## config.mk

```make
export PLATFORM = sky130hd
export DESIGN_NAME = uplink_tx_flat
export DESIGN_NICKNAME = d
export VERILOG_FILES = /design/src/rtl/uplink_tx_if.sv /design/src/rtl/uplink_tx.sv /design/src/flat_wrapper.sv
export SDC_FILE = /design/constraint.sdc
export NUM_CORES = 1
export LEC_CHECK = 0
export ABC_CLOCK_PERIOD_IN_PS = 2400
export BUFFER_PORTS_ARGS = -buffer_cell sky130_fd_sc_hd__buf_2
export CORE_UTILIZATION = 58
export DETAILED_ROUTE_END_ITERATION = 10
export GPL_ROUTABILITY_DRIVEN = 0
export PLACE_DENSITY = 0.77
export SLEW_MARGIN = 20
export SYNTH_ARGS = -nofsm -noshare
export SYNTH_HDL_FRONTEND = slang
export SYNTH_SLANG_ARGS = --single-unit
```

## constraint.sdc

```tcl
create_clock -name clk -period 2.4 [get_ports clk]
set_input_delay 0.24 -clock clk [delete_from_list [all_inputs] [get_ports clk]]
set_output_delay 0.24 -clock clk [all_outputs]
set_load 0.01 [all_outputs]
```

## src/rtl/uplink_tx_if.sv

```systemverilog
// Keycode handshake and AGC uplink pulse lines between a keycode source and uplink_tx.
interface uplink_tx_if;
  localparam int unsigned KEY_W = 5;

  logic [KEY_W-1:0] key;
  logic             key_valid;
  logic             key_ready;
  logic             upl0;
  logic             upl1;
  logic             busy;

  modport master (output key, key_valid, input key_ready, upl0, upl1, busy);
  modport slave  (input key, key_valid, output key_ready, upl0, upl1, busy);
endinterface

```

## src/rtl/uplink_tx.sv

```systemverilog
// Ground-side AGC uplink transmitter: serialises a keycode as {c, ~c, c}, MSB first,
// one upl1/upl0 pulse per bit, separated by inter-bit and inter-word gaps.
module uplink_tx #(
  parameter int unsigned PULSE_CYCLES    = 4,
  parameter int unsigned GAP_CYCLES      = 16,
  parameter int unsigned WORD_GAP_CYCLES = 64
) (
  input  logic       clk,
  input  logic       rst,
  uplink_tx_if.slave up
);
  localparam int unsigned WORD_W  = 15;
  localparam int unsigned BIT_W   = 4;
  localparam int unsigned PG_MAX  = (PULSE_CYCLES > GAP_CYCLES) ? PULSE_CYCLES : GAP_CYCLES;
  localparam int unsigned CYC_MAX = (PG_MAX > WORD_GAP_CYCLES) ? PG_MAX : WORD_GAP_CYCLES;
  localparam int unsigned CNT_W   = $clog2(CYC_MAX + 1);

  localparam logic [CNT_W-1:0] PULSE_LOAD = CNT_W'(PULSE_CYCLES - 1);
  localparam logic [CNT_W-1:0] GAP_LOAD   = CNT_W'(GAP_CYCLES - 1);
  localparam logic [CNT_W-1:0] WGAP_LOAD  =
    CNT_W'((WORD_GAP_CYCLES == 0) ? 0 : WORD_GAP_CYCLES - 1);

  localparam logic [1:0] S_IDLE  = 2'd0;
  localparam logic [1:0] S_PULSE = 2'd1;
  localparam logic [1:0] S_GAP   = 2'd2;
  localparam logic [1:0] S_WGAP  = 2'd3;

  logic [1:0]        state_q,     state_d;
  logic [WORD_W-1:0] shift_q,     shift_d;
  logic [BIT_W-1:0]  bit_q,       bit_d;
  logic [CNT_W-1:0]  cnt_q,       cnt_d;
  logic              upl0_q,      upl0_d;
  logic              upl1_q,      upl1_d;
  logic              busy_q,      busy_d;
  logic              key_ready_q, key_ready_d;
  logic              accept;

  // The FSM runs one cycle ahead of the registered pulse lines. Its final IDLE
  // cycle coincides with the frame-end edge, so a held key_valid is taken there.
  assign accept = up.key_valid & (state_q == S_IDLE);

  // Next-state, shift and counter logic
  always_comb begin
    state_d = state_q;
    shift_d = shift_q;
    bit_d   = bit_q;
    cnt_d   = cnt_q;
    case (state_q)
      S_IDLE: begin
        if (accept) begin
          state_d = S_PULSE;
          shift_d = {up.key, ~up.key, up.key};
          bit_d   = BIT_W'(WORD_W - 1);
          cnt_d   = PULSE_LOAD;
        end
      end
      S_PULSE: begin
        if (cnt_q == '0) begin
          state_d = S_GAP;
          cnt_d   = GAP_LOAD;
        end else begin
          cnt_d = cnt_q - CNT_W'(1);
        end
      end
      S_GAP: begin
        if (cnt_q != '0) begin
          cnt_d = cnt_q - CNT_W'(1);
        end else if (bit_q != '0) begin
          state_d = S_PULSE;
          shift_d = {shift_q[WORD_W-2:0], 1'b0};
          bit_d   = bit_q - BIT_W'(1);
          cnt_d   = PULSE_LOAD;
        end else if (WORD_GAP_CYCLES == 0) begin
          state_d = S_IDLE;
        end else begin
          state_d = S_WGAP;
          cnt_d   = WGAP_LOAD;
        end
      end
      S_WGAP: begin
        if (cnt_q == '0) begin
          state_d = S_IDLE;
        end else begin
          cnt_d = cnt_q - CNT_W'(1);
        end
      end
      default: state_d = S_IDLE;
    endcase

    upl1_d      = (state_q == S_PULSE) &  shift_q[WORD_W-1];
    upl0_d      = (state_q == S_PULSE) & ~shift_q[WORD_W-1];
    busy_d      = (state_q != S_IDLE) | accept;
    key_ready_d = (state_q == S_IDLE) & ~accept;
  end

  always_ff @(posedge clk or posedge rst) begin
    if (rst) begin
      state_q     <= S_IDLE;
      shift_q     <= '0;
      bit_q       <= '0;
      cnt_q       <= '0;
      upl0_q      <= 1'b0;
      upl1_q      <= 1'b0;
      busy_q      <= 1'b0;
      key_ready_q <= 1'b1;
    end else begin
      state_q     <= state_d;
      shift_q     <= shift_d;
      bit_q       <= bit_d;
      cnt_q       <= cnt_d;
      upl0_q      <= upl0_d;
      upl1_q      <= upl1_d;
      busy_q      <= busy_d;
      key_ready_q <= key_ready_d;
    end
  end

  assign up.upl0      = upl0_q;
  assign up.upl1      = upl1_q;
  assign up.busy      = busy_q;
  assign up.key_ready = key_ready_q;
endmodule

```

## src/flat_wrapper.sv

```systemverilog
// flat-port wrapper written by rule: the top's interface ports become plain ports
module uplink_tx_flat 
#(
  parameter int unsigned PULSE_CYCLES    = 4,
  parameter int unsigned GAP_CYCLES      = 16,
  parameter int unsigned WORD_GAP_CYCLES = 64
)
  (clk, rst, up_key, up_key_valid, up_key_ready, up_upl0, up_upl1, up_busy);
  uplink_tx_if up_i ();
  input  logic clk;
  input  logic rst;
  input wire logic [$bits(up_i.key)-1:0] up_key;
  input wire logic [$bits(up_i.key_valid)-1:0] up_key_valid;
  output wire logic [$bits(up_i.key_ready)-1:0] up_key_ready;
  output wire logic [$bits(up_i.upl0)-1:0] up_upl0;
  output wire logic [$bits(up_i.upl1)-1:0] up_upl1;
  output wire logic [$bits(up_i.busy)-1:0] up_busy;
  assign up_i.key = up_key;
  assign up_i.key_valid = up_key_valid;
  assign up_key_ready = up_i.key_ready;
  assign up_upl0 = up_i.upl0;
  assign up_upl1 = up_i.upl1;
  assign up_busy = up_i.busy;
  uplink_tx #(.PULSE_CYCLES(PULSE_CYCLES), .GAP_CYCLES(GAP_CYCLES), .WORD_GAP_CYCLES(WORD_GAP_CYCLES)) u_core (.clk(clk), .rst(rst), .up(up_i));
endmodule
```

## Word-level counts from Yosys, hierarchy flattened

Cells that the tools add are included.

- Bitwise gates (word level): 8
- Muxes and demuxes: 20
- Add/subtract/negate cells: 2
- Eq/ne operators: 9
- Shifts and indexed selects: 0
- Magnitude comparators: 0
- $mul: 0
- Reduce and logical (&&, ||, !) cells: 9
- Divide/modulo/power cells: 0

Operator list:

| cell | number |
|---|---|
| $mux 15 | 3 |
| $pmux 15 s2 | 1 |
| $mux 7 | 4 |
| $pmux 7 s4 | 1 |
| $mux 4 | 3 |
| $mux 2 | 5 |
| $ne 2x1->1 const B | 4 |
| $pmux 2 s4 | 1 |
| $pmux 4 s2 | 1 |
| $reduce_and 4->1 | 2 |
| $logic_not 7->1 | 1 |
| $reduce_bool 7->1 | 1 |
| $sub 7x1->7 const B | 1 |
| $mux 6 | 1 |
| $not 5->5 | 1 |
| $and 1x1->1 | 4 |
| $eq 2x2->1 const B | 2 |
| $ne 2x2->1 const B | 2 |
| $reduce_bool 2->1 | 2 |
| $reduce_bool 4->1 | 1 |
| $sub 4x1->4 const B | 1 |
| $eq 2x1->1 const B | 1 |
| $logic_not 2->1 | 1 |
| $not 1->1 | 2 |
| other kinds (2) | 2 |

- Memory bits (read-only): 0
- Output and inout bits: 4
- Input port bits: 8
- Word-level logic and storage cells: 56
- Register bits after elaboration: 32
- Bits in latches: 0
- RAM bits: 0
- Memories kept: 0

## Depth between registers and ports, before layout

Gate-level depths: netlist of run 1.

- Depth in word-level cells: 4
- Gate-level depth with buffers: 7
- Gate-level depth less buffers: 7

## Worst setup path after synthesis of run 1

Ideal clock, no wire load.

- Path kind: register to register
- From: reg u_core.bit_q[0]
- To: reg u_core.cnt_q[2]
- Arrival: 1818 ps
- Period minus slack after synthesis: 1881 ps
- Stages on the path, launching flop included: 8
- Setup time: 64 ps
- Buffers on the path: 0
- Slack: 519 ps
- Data required time: 2336 ps
- Path through: dfrtp_1 -> inv_1 -> ha_1 -> or3b_1 -> or2_2 -> a31o_2 -> o21ai_0 -> a21o_1

- Longest elaborated chain between the ends: 4

RTL lines:

| what | RTL line | RTL |
|---|---|---|
| start: declaration | uplink_tx.sv:30 | `logic [BIT_W-1:0] bit_q, bit_d;` |
| start signal: assignment | uplink_tx.sv:109 | `bit_q <= bit_d;` |
| $reduce_bool 4->1 | uplink_tx.sv:68 | `end else if (bit_q != '0) begin` |
| $mux 6 | uplink_tx.sv:68 |  |
| $mux 7 | uplink_tx.sv:66 | `if (cnt_q != '0) begin` |
| $pmux 7 s4 | uplink_tx.sv:48 | `case (state_q)` |
| end signal: assignment | uplink_tx.sv:110 | `cnt_q <= cnt_d;` |
| end: declaration | uplink_tx.sv:31 | `logic [CNT_W-1:0] cnt_q, cnt_d;` |

Every way passes these cells.
A chain may end at the register's enable or synchronous reset.

## Final worst setup path of run 1

- From: reg u_core.bit_q[0]
- To: reg u_core.shift_q[11]

- Longest elaborated chain between the ends: 3

RTL lines:

| what | RTL line | RTL |
|---|---|---|
| $reduce_bool 4->1 | uplink_tx.sv:68 |  |
| $ne 2x1->1 (no line) | -- |  |
| $reduce_and 4->1 (no line) | -- |  |
| end signal: assignment | uplink_tx.sv:108 | `shift_q <= shift_d;` |
| end: declaration | uplink_tx.sv:29 | `logic [WORD_W-1:0] shift_q, shift_d;` |

Every way passes these cells.

==> results of run 1 <==
[Yosys cell counts (all sizes together) (2+ instances only)]
master,n,area (sq um)
inv,13,48.80
clkbuf,3,11.26
and3,5,31.28
a21oi,6,30.03
or2,2,12.51
a22o,2,17.52
a21o,6,45.04
nand4b,2,32.53
a31oi,4,25.02
o21ai,11,55.05
a221oi,4,35.03
o21a,2,15.01
dfrtp,31,775.7
nand3,3,15.01
nand2,8,30.03
and2,2,12.51
a221o,8,80.08
and4b,2,20.02
nor3,3,15.01
ha,4,50.05
nor2,9,46.29
buf,2,16.26
[metrics by stage]
stage	cell area [sq um]	total power, mW	util [%]	std cells
floorplan	1564	1.534	-	146
global placement	1659	1.696	65.77	186
detailed placement	1659	1.740	65.77	186
CTS	1719	2.034	68.15	195
global route	1719	2.199	68.15	195
finish	1719	2.031	68.15	195
[cells in the final DEF, fill, tap and decap left out, drive strengths merged, types with 2 or more instances in the layout]
cell,n
a221o,8
or2,2
nand3,3
nand2,8
and3,5
o21a,2
nor2,9
a31oi,4
a21oi,6
nand4b,2
nor3,3
a221oi,4
ha,4
o21ai,11
inv,13
dfrtp,31
and4b,2
and2,2
clkbuf,7
buf,15
a21o,6
a22o,2
[worst max-delay path, cell delays in order (launching register included)]
cell and delay (ps):
dfrtp_1 410, inv_1 110, ha_1 170, or3b_1 430
nor4b_4 170, nor2_2 450, a221o_1 250
[repair_timing]
item | CTS | global route
setup endpoints to repair | 0 | 0
hold buffers | 1 | 0
endpoints found under the hold margin | 31 | 0
[where the power goes]
part / internal [mW] / switching (mW) / total [mW]
logic: 0.373 / 0.413 / 0.787
clock network: 0.114 / 0.174 / 0.288
registers: 0.775 / 0.180 / 0.956
total: 1.26 / 0.768 / 2.03
[cells by family after synthesis]
kind of cell | Yosys count | synth area share, %
fa+ha+maj | 4 | 3.200
flops | 32 | 51.28
simple gates | 42 | 17.60
compound gates | 48 | 21.84
xor+xnor | 1 | 0.5601
mux | 1 | 0.6400
buf+inv | 18 | 4.880
[registers in the layout (all words and copies together), names as in the netlist]
name / cells
u_core.bit_q: 4
u_core.cnt_q: 7
u_core.shift_q: 15
u_core.state_q: 2
u_core.up.busy: 1
u_core.up.key_ready: 1
u_core.up.upl0: 1
u_core.up.upl1: 1
[final timing paths]
| check | start | endpoint | slack [ps] | cells after the start |
|---|---|---|---|---|
| setup / recovery | u_core.bit_q[0]$_DFFE_PP0P_ | u_core.shift_q[11]$_DFFE_PP0P_ | 350 | 6 |
| hold / removal | up_key[0] | u_core.shift_q[0]$_DFFE_PP0P_ | 160 | 2 |
| setup reg to reg | u_core.bit_q[0]$_DFFE_PP0P_ | u_core.shift_q[11]$_DFFE_PP0P_ | 350 | 6 |
| hold reg to reg | u_core.shift_q[14]$_DFFE_PP0P_ | u_core.up.upl0$_DFF_PP0_ | 480 | 1 |
| max in group asynchronous | rst | u_core.up.key_ready$_DFF_PP1_ | 1570 | 4 |
| min in group asynchronous | rst | u_core.shift_q[8]$_DFFE_PP0P_ | 500 | 4 |
[layer usage]
layer  track usage [%]  share of wire [%]  wire length, microns
met1             34.77                 47                  1445
met2             37.86                 46                  1415
met3             6.780                5.4                   166
met4             13.16                1.7                    53
met5                 0                  0                     0
[layout make-up]
| class | count | share of cell area (%) |
|---|---|---|
| well taps | 30 | 2.183 |
| clock buffers | 7 | 2.620 |
| multi-input cells | 96 | 39.88 |
| repair buffers | 16 | 5.531 |
| inverters | 13 | 2.838 |
| clock inverters | 1 | 0.2911 |
| flip-flops and latches | 32 | 46.65 |
==> impl_metrics.ini, run 1 <==
[synthesis]
yosysWarnings = 0
avgSynthCellArea_sq_um = 10.71
synth_cells = 146
ys_types = 40
syn_nets = 158
synth_edf_count = 0
netlist_area_sq_um = 1564
yosys_register_bits = 32
synthArstFlopShare_pct = 100.0
synth_top_flop_cell = dfrtp_1
ys_seq_area_share_pct = 51.28

[grt]
grt_pass1_wl_mm = 5.112
first_global_vias = 1154
gr-total-overflow = 0
grt.total_usage_pct = 25.79
grt_max_degree = 33
antenna_found_initial = 0

[timing]
fin_skew_ps = 6.699
timing.fmax_ghz = 0.4870
slew_viol_final = 0
worst-slew-pin-transition_ps = 570.0
rsz0062_at_grt = no
period_minus_slack_ps = 2054
setup_tns_ps = 0
slew_headroom_pct = 61.96
min_period_over_period_pct = 85.57
setup_viol = 0
hold_viol = 0
worst_hold_slack_ps = 161.3
worst_slack_ps = 346.4

[clock_network]
cts_buffers = 5
post_cts_buffers = 0
cts_root_buffer = clkbuf_4
cts_sinks = 32
htreeDepth = 2
clk_pin_slew_worst_paths_ps = 90
cts.path.max_buffers = 2
cts_resized = 0
cts_tree = built
clock_latency_ps = 330

[route]
detail-route-antenna-nets = 0
vias_per_cell = 6.128
drtIter0Drc = 35
first_pass_iters = 4
drc = 0
num_vias = 1195
wl_mm = 3.081
wire_per_inst_microns = 15.80

[finish]
fillCellCount = 198
seqCellArea_sq_um = 802.0
drive_gt1_share_pct = 18.18
n_antenna_cell = 0
synthToLayoutAreaGrowth_pct = 9.920
multiInputGateArea_sq_um = 685.7
layout.nets = 176

[floorplanning]
die-area_sq_um = 2908
die_h_microns = 53.93
floorplan.initialDensity_pct = 62.00
pin_count = 12
rows = 18
die_w_microns = 53.93
core_region_area_sq_um = 2522

[power_and_ir_drop]
p_per_area_nw_per_um2 = 1181
vdd_drop_max_mv = 0.6832
p_leak_nw = 0.8661

[outcome]
outcome = complete, no violations

[flow_run]
cap_violations = 0

[worst_setup_path]
path_max_fanout = 15
startpoint_type = flip-flop
crit_arrival_ps = 2320
endpoint_kind = flip-flop
worst_ep_required_time_ps = 2670
path_class = flip-flop to flip-flop

[worst_hold_path]
min_path_type = input pin to flip-flop

[place]
portBuffers = 11
dp_hpwl_mm = 2.190
preCtsSetupSlack_ps = 400.5
No activity file was read; power rests on OpenSTA's default activity.
==> run 2: changes to the inputs <==
Settings changed: ABC_AREA from default to 1, CORE_UTILIZATION 58 to 59, PLACE_DENSITY 0.77 to 0.78.
==> impl_metrics.ini, run 2 <==
[outcome]
outcome = complete, no violations

[grt]
met3_usage_pct = 6.912
antenna_found_initial = 0
first_global_vias = 1346
grt.total_usage_pct = 23.29
grt_max_degree = 33
grt.busiest_layer = met2
use_met1_pct = 28.53
gr-total-overflow = 0
grtUsageMet2_pct = 37.31
grt_pass1_wl_mm = 5.630

[place]
dp_hpwl_mm = 2.337
preCtsSetupSlack_ps = 586.1
place_inst = 254
place_area_sq_um = 1819
portBuffers = 11

[worst_setup_path]
path_class = flip-flop to flip-flop
crit_path_start = u_core.cnt_q[0]$_DFFE_PP0P_
crit_arrival_ps = 2130
r2r_start = u_core.cnt_q[0]$_DFFE_PP0P_
cpPeakStageDelay_ps = 390
path_cells = inv_1 > ha_1 > inv_1 > nor2_1 > nand3_2 > nand2_2 > nand2_2 > a21oi_2 > buf_4 > nand2_1 > o21ai_1
endpoint_kind = flip-flop
worst_ep_required_time_ps = 2660
startpoint_type = flip-flop
path_max_fanout = 20
crit_slowest_cell = dfrtp_1
reg2reg_slack_ps = 530

[route]
first_pass_iters = 4
wire_per_inst_microns = 12.11
num_vias = 1397
wl_mm = 3.186
detail-route-antenna-nets = 0
drc = 0
vias_per_cell = 5.312
drtIter0Drc = 71

[timing]
setup_tns_ps = 0
setup_viol = 0
slew_viol_final = 0
worst_slack_ps = 528.1
hold_viol = 0
period_minus_slack_ps = 1872
worst-slew-pin-transition_ps = 400.6
timing.fmax_ghz = 0.5342
rsz0062_at_grt = no
min_period_over_period_pct = 77.99
worst_hold_slack_ps = 50.81
slew_headroom_pct = 73.29
fin_skew_ps = 13.10

[synthesis]
synth_edf_count = 0
syn_nets = 226
synth.area.top_cells = dfrtp_1 (44%), nand2_1 (16%), inv_1 (4.5%)
netlist_area_sq_um = 1754
synthArstFlopShare_pct = 100.0
synth_common_cells = nand2_1 (76), dfrtp_1 (31), inv_1 (21)
yosysWarnings = 0
yosys_register_bits = 32
ys_seq_area_share_pct = 45.72
synth_largest_area_cell = dfrtp_1
yosys.area_share.adder_pct = 2.853
synth_cells = 214
avgSynthCellArea_sq_um = 8.197
synth_top_flop_cell = dfrtp_1
synth_top_family_by_area = simple AND/OR/NAND/NOR gates
synth-xor-area-share_pct = 1.997
synth-simple-area-share_pct = 30.53
synth_compound_area_share_pct = 10.63
synth_mux_area_share_pct = 0
netlist.area_leader.share_pct = 44.22
ys_types = 31
synth.most_common_cell = nand2_1

[clock_network]
cts_sinks = 32
cts_tree = built
holdBufCountCts = 1
cts.path.max_buffers = 2
cts_resized = 0
clk_pin_slew_worst_paths_ps = 100
cts_root_buffer = clkbuf_4
cts_buffers = 5
post_cts_buffers = 0
clock_latency_ps = 340
htreeDepth = 2

[finish]
layout.cells.non_filler = 263
final_util_pct = 67.57
reg_top3 = u_core.shift_q (15), u_core.cnt_q (7), u_core.bit_q (4)
layout_common_cells = nand2_1 (76), dfrtp_1 (31), inv_1 (21)
n_antenna_cell = 0
layout_commonest_cell = nand2_1
synthToLayoutAreaGrowth_pct = 7.133
largest_reg_flops = 15
layout.nets = 243
top_register = u_core.shift_q
drive_gt1_share_pct = 21.55
fin_area_sq_um = 1879

[power_and_ir_drop]
p_total_mw = 0.8613
p_leak_nw = 0.9828
intPower_mw = 0.6621
pwr-share-comb_pct = 3.4
power_switching_share_pct = 23.14
p_per_area_nw_per_um2 = 458.3
clockPowerShare_pct = 34.0
power.share.sequential_pct = 62.6
vdd_drop_max_mv = 0.4354
netSwitchingPower_mw = 0.1993

[floorplanning]
floorplan.initialDensity_pct = 63.07
die_h_microns = 56.53
core_region_area_sq_um = 2781
rows = 19
pin_count = 12
die_w_microns = 56.53
die-area_sq_um = 3195

[worst_hold_path]
hp-start = up_key_valid
min_path_type = input pin to flip-flop

[flow_run]
cap_violations = 0
==> run 2: cell types whose count changed in the layout (fill, tap and decap cells not counted), sizes merged, moves of 5 or more <==
| cell | before | now |
|---|---|---|
| nand2 | 8 | 84 |
| inv | 13 | 26 |
| a21o | 6 | 0 |
| a21oi | 6 | 1 |
| nand3 | 3 | 9 |
| o21ai | 11 | 28 |
| a221o | 8 | 0 |
| nor2 | 9 | 14 |
==> run 2: final cells by class <==
| cell class | count | area (sq um) |
|---|---|---|
| repair buffers | 14 | 80.08 |
| flip-flops and latches | 32 | 802.0 |
| multi-input cells | 151 | 807.0 |
| inverters | 27 | 101.3 |
| fillers | 235 | 902.1 |
| well taps | 31 | 38.79 |
| clock buffers | 7 | 45.04 |
| clock inverters | 1 | 5.005 |
==> run 2: power by group through the flow <==
stage                     Sequential, mW  Combinational [mW]  Clock (mW)
after floorplan                    0.549              0.0164           0
after global placement             0.549              0.0279           0
after detailed placement           0.549              0.0287           0
after CTS                          0.539              0.0300       0.305
after global routing               0.539              0.0343       0.330
final                              0.539              0.0293       0.293
==> run 2: path summary, 6_finish.rpt <==
| kind | cells past startpoint | endpoint |
|---|---|---|
| worst max-delay path | 11 | u_core.bit_q[1]$_DFFE_PP0P_ |
| worst min register to register | 1 | u_core.up.upl0$_DFF_PP0_ |
| worst min-delay path | 2 | u_core.up.key_ready$_DFF_PP1_ |
| min in group asynchronous | 4 | u_core.shift_q[1]$_DFFE_PP0P_ |
| worst max register to register | 11 | u_core.bit_q[1]$_DFFE_PP0P_ |
| max in group asynchronous | 4 | u_core.up.key_ready$_DFF_PP1_ |
==> run 2: metal layers <==
layer	routed length, microns	share of wire, %	vias up
met5	0	0	-
met4	34	1.1	0
met3	132	4.1	4
met2	1491	47	34
met1	1528	48	655
li1	-	-	704
==> run 2: critical path, delay by kind of cell, from the launching register on <==
family	cells	cell delay, ps
and+or+nand+nor	5	590
buffers and inverters	3	420
DFF	1	390
AOI/OAI and AO/OA	2	190
adders and majority gates	1	170
==> run 2: kinds of logic after synthesis <==
family | count (synthesis)
xor gates and xnor gates | 4
and+or+nand+nor | 113
buffers and inverters | 31
DFF | 32
adders and majority gates | 4
AOI/OAI and AO/OA | 30
